--- src/rtl/wb_arb_pkg.sv ---
// wb_arb_pkg
//  Shared types and constants for the Wishbone master arbiter.
//  - arb_state_t : arbiter FSM state (IDLE, BUSY)
//  - MAX_MASTERS : largest supported number of requesting masters
//  - PTR_W       : width of a master index / last-served pointer
package wb_arb_pkg;

  typedef enum logic {
    IDLE = 1'b0,
    BUSY = 1'b1
  } arb_state_t;

  localparam int MAX_MASTERS = 4;
  localparam int PTR_W       = 2;

endpackage

--- src/rtl/wb_arb_rr_picker.sv ---
// wb_arb_rr_picker
//  Combinational round-robin picker. Chooses the first requester after the
//  last-served index, wrapping around to index 0.
//  Ports:
//    req      in  NUM_MASTERS  request vector
//    last     in  PTR_W        index of the most recently served master
//    pick     out NUM_MASTERS  one-hot winner (0 when no request)
//    pick_idx out PTR_W        binary index of the winner
//    valid    out 1            at least one request present
module wb_arb_rr_picker
  import wb_arb_pkg::*;
#(
  parameter int NUM_MASTERS = 2
) (
  input  logic [NUM_MASTERS-1:0] req,
  input  logic [PTR_W-1:0]       last,
  output logic [NUM_MASTERS-1:0] pick,
  output logic [PTR_W-1:0]       pick_idx,
  output logic                   valid
);

  // Two ordered passes: first the masters above the last-served index, then
  // the wrapped-around ones from index 0 up to and including it.
  always_comb begin
    pick     = '0;
    pick_idx = '0;
    valid    = 1'b0;
    for (int i = 0; i < NUM_MASTERS; i++) begin
      if (!valid && req[i] && (i > int'(last))) begin
        valid    = 1'b1;
        pick[i]  = 1'b1;
        pick_idx = PTR_W'(i);
      end
    end
    for (int i = 0; i < NUM_MASTERS; i++) begin
      if (!valid && req[i] && (i <= int'(last))) begin
        valid    = 1'b1;
        pick[i]  = 1'b1;
        pick_idx = PTR_W'(i);
      end
    end
  end

endmodule

--- src/rtl/wb_master_arbiter.sv ---
// wb_master_arbiter
//  Round-robin arbiter sharing one Wishbone slave port between NUM_MASTERS
//  masters. Grants whole bus cycles (cyc to cyc) with one idle cycle between
//  grants, and routes ack/err back to the granted master only.
//  Ports:
//    clk, rst                     clock, asynchronous active-high reset
//    m_cyc/m_stb/m_we             per-master controls (NUM_MASTERS bits)
//    m_addr/m_wdata/m_sel         flattened per-master address/data/selects
//    m_rdata                      slave read data broadcast to all masters
//    m_ack/m_err                  per-master responses, granted bit only
//    s_cyc/s_stb/s_we/s_addr/s_wdata/s_sel   slave-side request
//    s_rdata/s_ack/s_err          slave-side response
//    grant                        registered one-hot grant (0 = bus idle)
//  Optional feature: define WB_ARB_TIMEOUT_EN to add a response watchdog that
//  answers a stalled strobe with a one-cycle m_err after TIMEOUT_CYCLES.
module wb_master_arbiter
  import wb_arb_pkg::*;
#(
  parameter int NUM_MASTERS    = 2,
  parameter int ADDR_W         = 32,
  parameter int DATA_W         = 32,
  parameter int TIMEOUT_CYCLES = 64
) (
  input  logic                            clk,
  input  logic                            rst,
  input  logic [NUM_MASTERS-1:0]          m_cyc,
  input  logic [NUM_MASTERS-1:0]          m_stb,
  input  logic [NUM_MASTERS-1:0]          m_we,
  input  logic [NUM_MASTERS*ADDR_W-1:0]   m_addr,
  input  logic [NUM_MASTERS*DATA_W-1:0]   m_wdata,
  input  logic [NUM_MASTERS*DATA_W/8-1:0] m_sel,
  output logic [DATA_W-1:0]               m_rdata,
  output logic [NUM_MASTERS-1:0]          m_ack,
  output logic [NUM_MASTERS-1:0]          m_err,
  output logic                            s_cyc,
  output logic                            s_stb,
  output logic                            s_we,
  output logic [ADDR_W-1:0]               s_addr,
  output logic [DATA_W-1:0]               s_wdata,
  output logic [DATA_W/8-1:0]             s_sel,
  input  logic [DATA_W-1:0]               s_rdata,
  input  logic                            s_ack,
  input  logic                            s_err,
  output logic [NUM_MASTERS-1:0]          grant
);

  localparam int SEL_W = DATA_W / 8;

  if (NUM_MASTERS < 2 || NUM_MASTERS > MAX_MASTERS) begin : g_chk_masters
    $error("NUM_MASTERS must be in 2..4");
  end
  if (TIMEOUT_CYCLES < 2) begin : g_chk_timeout
    $error("TIMEOUT_CYCLES must be at least 2");
  end

  arb_state_t             state, state_nxt;
  logic [NUM_MASTERS-1:0] grant_nxt;
  logic [PTR_W-1:0]       last, last_nxt;
  logic [NUM_MASTERS-1:0] pick;
  logic [PTR_W-1:0]       pick_idx;
  logic                   pick_vld;
  logic                   stb_raw;
  logic                   to_fire;

  wb_arb_rr_picker #(
    .NUM_MASTERS(NUM_MASTERS)
  ) u_picker (
    .req     (m_cyc),
    .last    (last),
    .pick    (pick),
    .pick_idx(pick_idx),
    .valid   (pick_vld)
  );

  // State register: FSM state, grant and last-served pointer.
  always_ff @(posedge clk or posedge rst) begin
    if (rst) begin
      state <= IDLE;
      grant <= '0;
      last  <= PTR_W'(NUM_MASTERS - 1);
    end else begin
      state <= state_nxt;
      grant <= grant_nxt;
      last  <= last_nxt;
    end
  end

  // Next-state logic. Releasing always passes through IDLE, which gives the
  // mandatory idle cycle between consecutive grants.
  always_comb begin
    state_nxt = state;
    grant_nxt = grant;
    last_nxt  = last;
    case (state)
      IDLE: begin
        if (pick_vld) begin
          state_nxt = BUSY;
          grant_nxt = pick;
          last_nxt  = pick_idx;
        end
      end
      BUSY: begin
        if ((grant & m_cyc) == '0) begin
          state_nxt = IDLE;
          grant_nxt = '0;
        end
      end
      default: begin
        state_nxt = IDLE;
        grant_nxt = '0;
      end
    endcase
  end

  assign stb_raw = |(grant & m_stb & m_cyc);

`ifdef WB_ARB_TIMEOUT_EN
  localparam int CNT_W = $clog2(TIMEOUT_CYCLES + 1);
  logic [CNT_W-1:0] to_cnt;

  // A slave response in the limit cycle wins over the watchdog error.
  assign to_fire = stb_raw && !s_ack && !s_err
                   && (to_cnt == CNT_W'(TIMEOUT_CYCLES - 1));

  always_ff @(posedge clk or posedge rst) begin
    if (rst) begin
      to_cnt <= '0;
    end else if ((grant_nxt != grant) || s_ack || s_err || to_fire) begin
      to_cnt <= '0;
    end else if (stb_raw) begin
      to_cnt <= to_cnt + 1'b1;
    end
  end
`else
  assign to_fire = 1'b0;
`endif

  // Output logic: slave-side mux on the registered grant; with grant=0 every
  // slave-side output is 0 and slave responses are dropped.
  always_comb begin
    s_we    = 1'b0;
    s_addr  = '0;
    s_wdata = '0;
    s_sel   = '0;
    for (int i = 0; i < NUM_MASTERS; i++) begin
      if (grant[i]) begin
        s_we    = m_we[i];
        s_addr  = m_addr[i*ADDR_W +: ADDR_W];
        s_wdata = m_wdata[i*DATA_W +: DATA_W];
        s_sel   = m_sel[i*SEL_W +: SEL_W];
      end
    end
    s_cyc   = |(grant & m_cyc);
    s_stb   = stb_raw & ~to_fire;
    m_ack   = grant & {NUM_MASTERS{s_ack}};
    m_err   = grant & {NUM_MASTERS{s_err | to_fire}};
    m_rdata = s_rdata;
  end

endmodule

--- config.mk ---
export PLATFORM = sky130hd
export DESIGN_NAME = wb_master_arbiter
export DESIGN_NICKNAME = d
export VERILOG_FILES = /design/src/rtl/wb_arb_pkg.sv /design/src/rtl/wb_arb_rr_picker.sv /design/src/rtl/wb_master_arbiter.sv
export SDC_FILE = /design/constraint.sdc
export NUM_CORES = 1
export LEC_CHECK = 0
export CORE_AREA = 10 10 104 106
export DETAILED_ROUTE_END_ITERATION = 8
export DIE_AREA = 0 0 114 116
export PLACE_DENSITY = 0.8
export SYNTH_ARGS = -nofsm -noshare
export SYNTH_HDL_FRONTEND = slang
export SYNTH_SLANG_ARGS = --single-unit
--- constraint.sdc ---
create_clock -name clk -period 1.3 [get_ports clk]
set_input_delay 0.13 -clock clk [delete_from_list [all_inputs] [get_ports clk]]
set_output_delay 0.13 -clock clk [all_outputs]
set_load 0.02 [all_outputs]
==> flow_summary_export.csv <==
group,metric,value,unit
pwr,p_leak,1.764,nW
drt,vias,2055,
synth,synthSimpleGateAreaFrac,6.064,%
clocking,cts_sinks,4,
sta,fmax,624.6,MHz
sta,fin_crit_sh,123.2,%
synth,synth_compound_area_share,55.50,%
synth,syn_area,1217,µm²
drt,first_iter_violations,103,
floorplan,fp.dieArea,13220,µm²
clocking,cts_root_buf,"clkbuf_8",
sta,slew_headroom,78.10,%
sta,worst_slack,-301.0,ps
drt,drt-total-wl,9717,µm
grt,grt_overflow,0,
floorplan,initial_utilization,14.03,%
sta,finalHoldViolCount,0,
synth,synth_seq_cells,4,
synth,avgSynthCellArea,8.116,µm²
finish,layout-drive-gt1-share,42.24,%
finish,syn_to_final_growth,218.6,%
clocking,clk_pin_slew_worst_paths,40,ps
critical_path,criticalPathCategory,"reg2out",
clocking,hold_buffers,0,
drt,vias_per_cell,4.507,
critical_path,regToRegStartpoint,"grant[1]",
place,dp_hpwl,7843,µm
synth,ys_warn_count,0,
clocking,cts.htree.levels,1,
synth,synth_cell_types,21,
synth,synth-xor-area-share,0,%
clocking,cts_buffers,3,
clocking,cts.path.max_buffers,2,
floorplan,fp.coreArea,8678,µm²
floorplan,io_pins,287,
drt,ant_nets,0,
sta,maxSlewViolCount,0,
finish,final_util,44.69,%
critical_path,rr_worst_depth,5,
run_status,outcome,"finished with violations",
min_path,hold_class,"in2async",
grt,antenna_found_initial,0,
finish,n_antenna_cell,0,
critical_path,worstPathRequired,1170,ps
grt,grt_usage,12.92,%
place,pre_cts_ws,-512.3,ps
synth,synthMuxAreaShare,0,%
grt,grt_first_pass_wirelength,13740,µm
finish,finalInstanceArea,3879,µm²
synth,synth_top_family_by_area,"compound AO/OA/AOI/OAI gates",
critical_path,end_kind,"output port",
place,gp_congestion,0.7659,
clocking,cts_tree,"built",
synth,syn_nets,328,
clocking,clk_latency,220,ps
sta,worst_pin_slew,328.5,ps
critical_path,r2r-end,"grant[0]",
finish,final_cell_mix,"clkdlybuf4s50_1, a22o_4, buf_6",
grt,grt_pass1_vias,2399,
drt,dr.pass1.iters,4,
pwr,p_per_area,2134,nW/µm²
drt,drt-wirelength-per-cell,21.31,µm
critical_path,start_kind,"flip-flop",
grt,grt_start_max_net_pins,31,
critical_path,r2r_setup_slack,0,ps
pwr,ir_drop,889.5,µV
sta,grt_setup_unrepaired,"true",
synth,ys_seq_area_share,8.325,%
run,cap_viol_max_count,0,
floorplan,die_x,114,µm
run_status,violations,"negative setup slack",
sta,clock_skew,5.378,ps
sta,fin_crit,1601,ps
finish,layout.nets,527,
critical_path,cp_max_fo,8,
critical_path,cp.arrival,1470,ps
place,port_buffers,222,
sta,finalSetupViolCount,75,
floorplan,rows,34,
finish,fin_cells,456,
synth,netlist_instances,150,
finish,layout_commonest_cell,"clkdlybuf4s50_1",
place,post-place-cells,441,
floorplan,dieHeight,116,µm
place,dpl-instance-area,3706,µm²
synth,synth_fa_ha_area_share,0,%
drt,drc,0,
-- timing repair --
item / in CTS / in global routing
endpoints found under the setup margin: 78 / 75
setup buffers: 4 / 1
gates resized for setup: 370 / 15
gates cloned: 2 / 5
pin swaps: 1 / 2
-- cells by family (layout without fill, tap and decap cells) --
logic type      Yosys count  in the layout
compound gates           81             81
buf+inv                  52            250
flops                     4              4
simple gates             13             13
-- per-stage QoR --
step | hold slack [ps] | setup TNS (ps) | total power [mW]
2_1_floorplan | -104.8 | -6262 | 4.443
3_3_place_gp | 260.1 | -32410 | 7.370
3_5_place_dp | 260.1 | -33710 | 7.435
4_1_cts | 104.1 | -19510 | 7.879
5_1_grt | 104.3 | -23140 | 8.762
6_report | 97.27 | -19010 | 8.277
-- per-layer routing --
metal	up-vias	GRT usage (%)	wire length, µm
met5	-	0	0
met4	0	4.511	183
met3	24	5.736	1115
met2	143	23.88	5187
met1	936	12.49	3230
li1	952	-	-
-- synth_stat cells, drive strengths merged --
library cell,n,area [µm²]
a21o,1,7.510
dfrtp,3,75.07
a32o,1,10.01
nor2,1,3.750
nor2b,2,20.02
o21a,1,7.510
buf,48,351.6
o22ai,1,6.260
o211ai,1,7.510
a21oi,3,15.01
o21ai,4,20.02
nand2,5,18.77
a31oi,1,6.260
and2,5,31.28
dfstp,1,26.28
clkbuf,2,7.510
a22o,68,595.6
inv,2,7.510
-- critical path: stages, from the launching register on --
cell,delay (ps)
dfrtp_4,490
nor2b_4,160
buf_6,170
clkbuf_16,170
a22o_1,140
buf_6,120
-- sequential cells by signal, indices dropped and copies added, names as in the netlist --
register and count:
grant 2, last 1, state 1
-- final cells by class --
cell class	instances	area [µm²]
fillers	804	4800
repair buffers	244	2467
multi-input cells	94	1117
well taps	108	135.1
flip-flops and latches	4	106.4
clock buffers	4	45.04
inverters	2	7.507
-- power breakdown --
group          internal (mW)  switching [mW]
combinational           4.12            3.60
sequential             0.208          0.0597
clock                  0.210          0.0759
-- worst max path at each step --
stage / to / from
3_5_place_dp: s_wdata[7] / grant[1]
6_report: s_wdata[17] / grant[1]
5_1_grt: s_addr[2] / grant[1]
2_1_floorplan: s_wdata[10] / grant[0]
4_1_cts: s_sel[2] / grant[1]
3_3_place_gp: s_wdata[17] / grant[1]
Power figures use the tool's default switching activity.
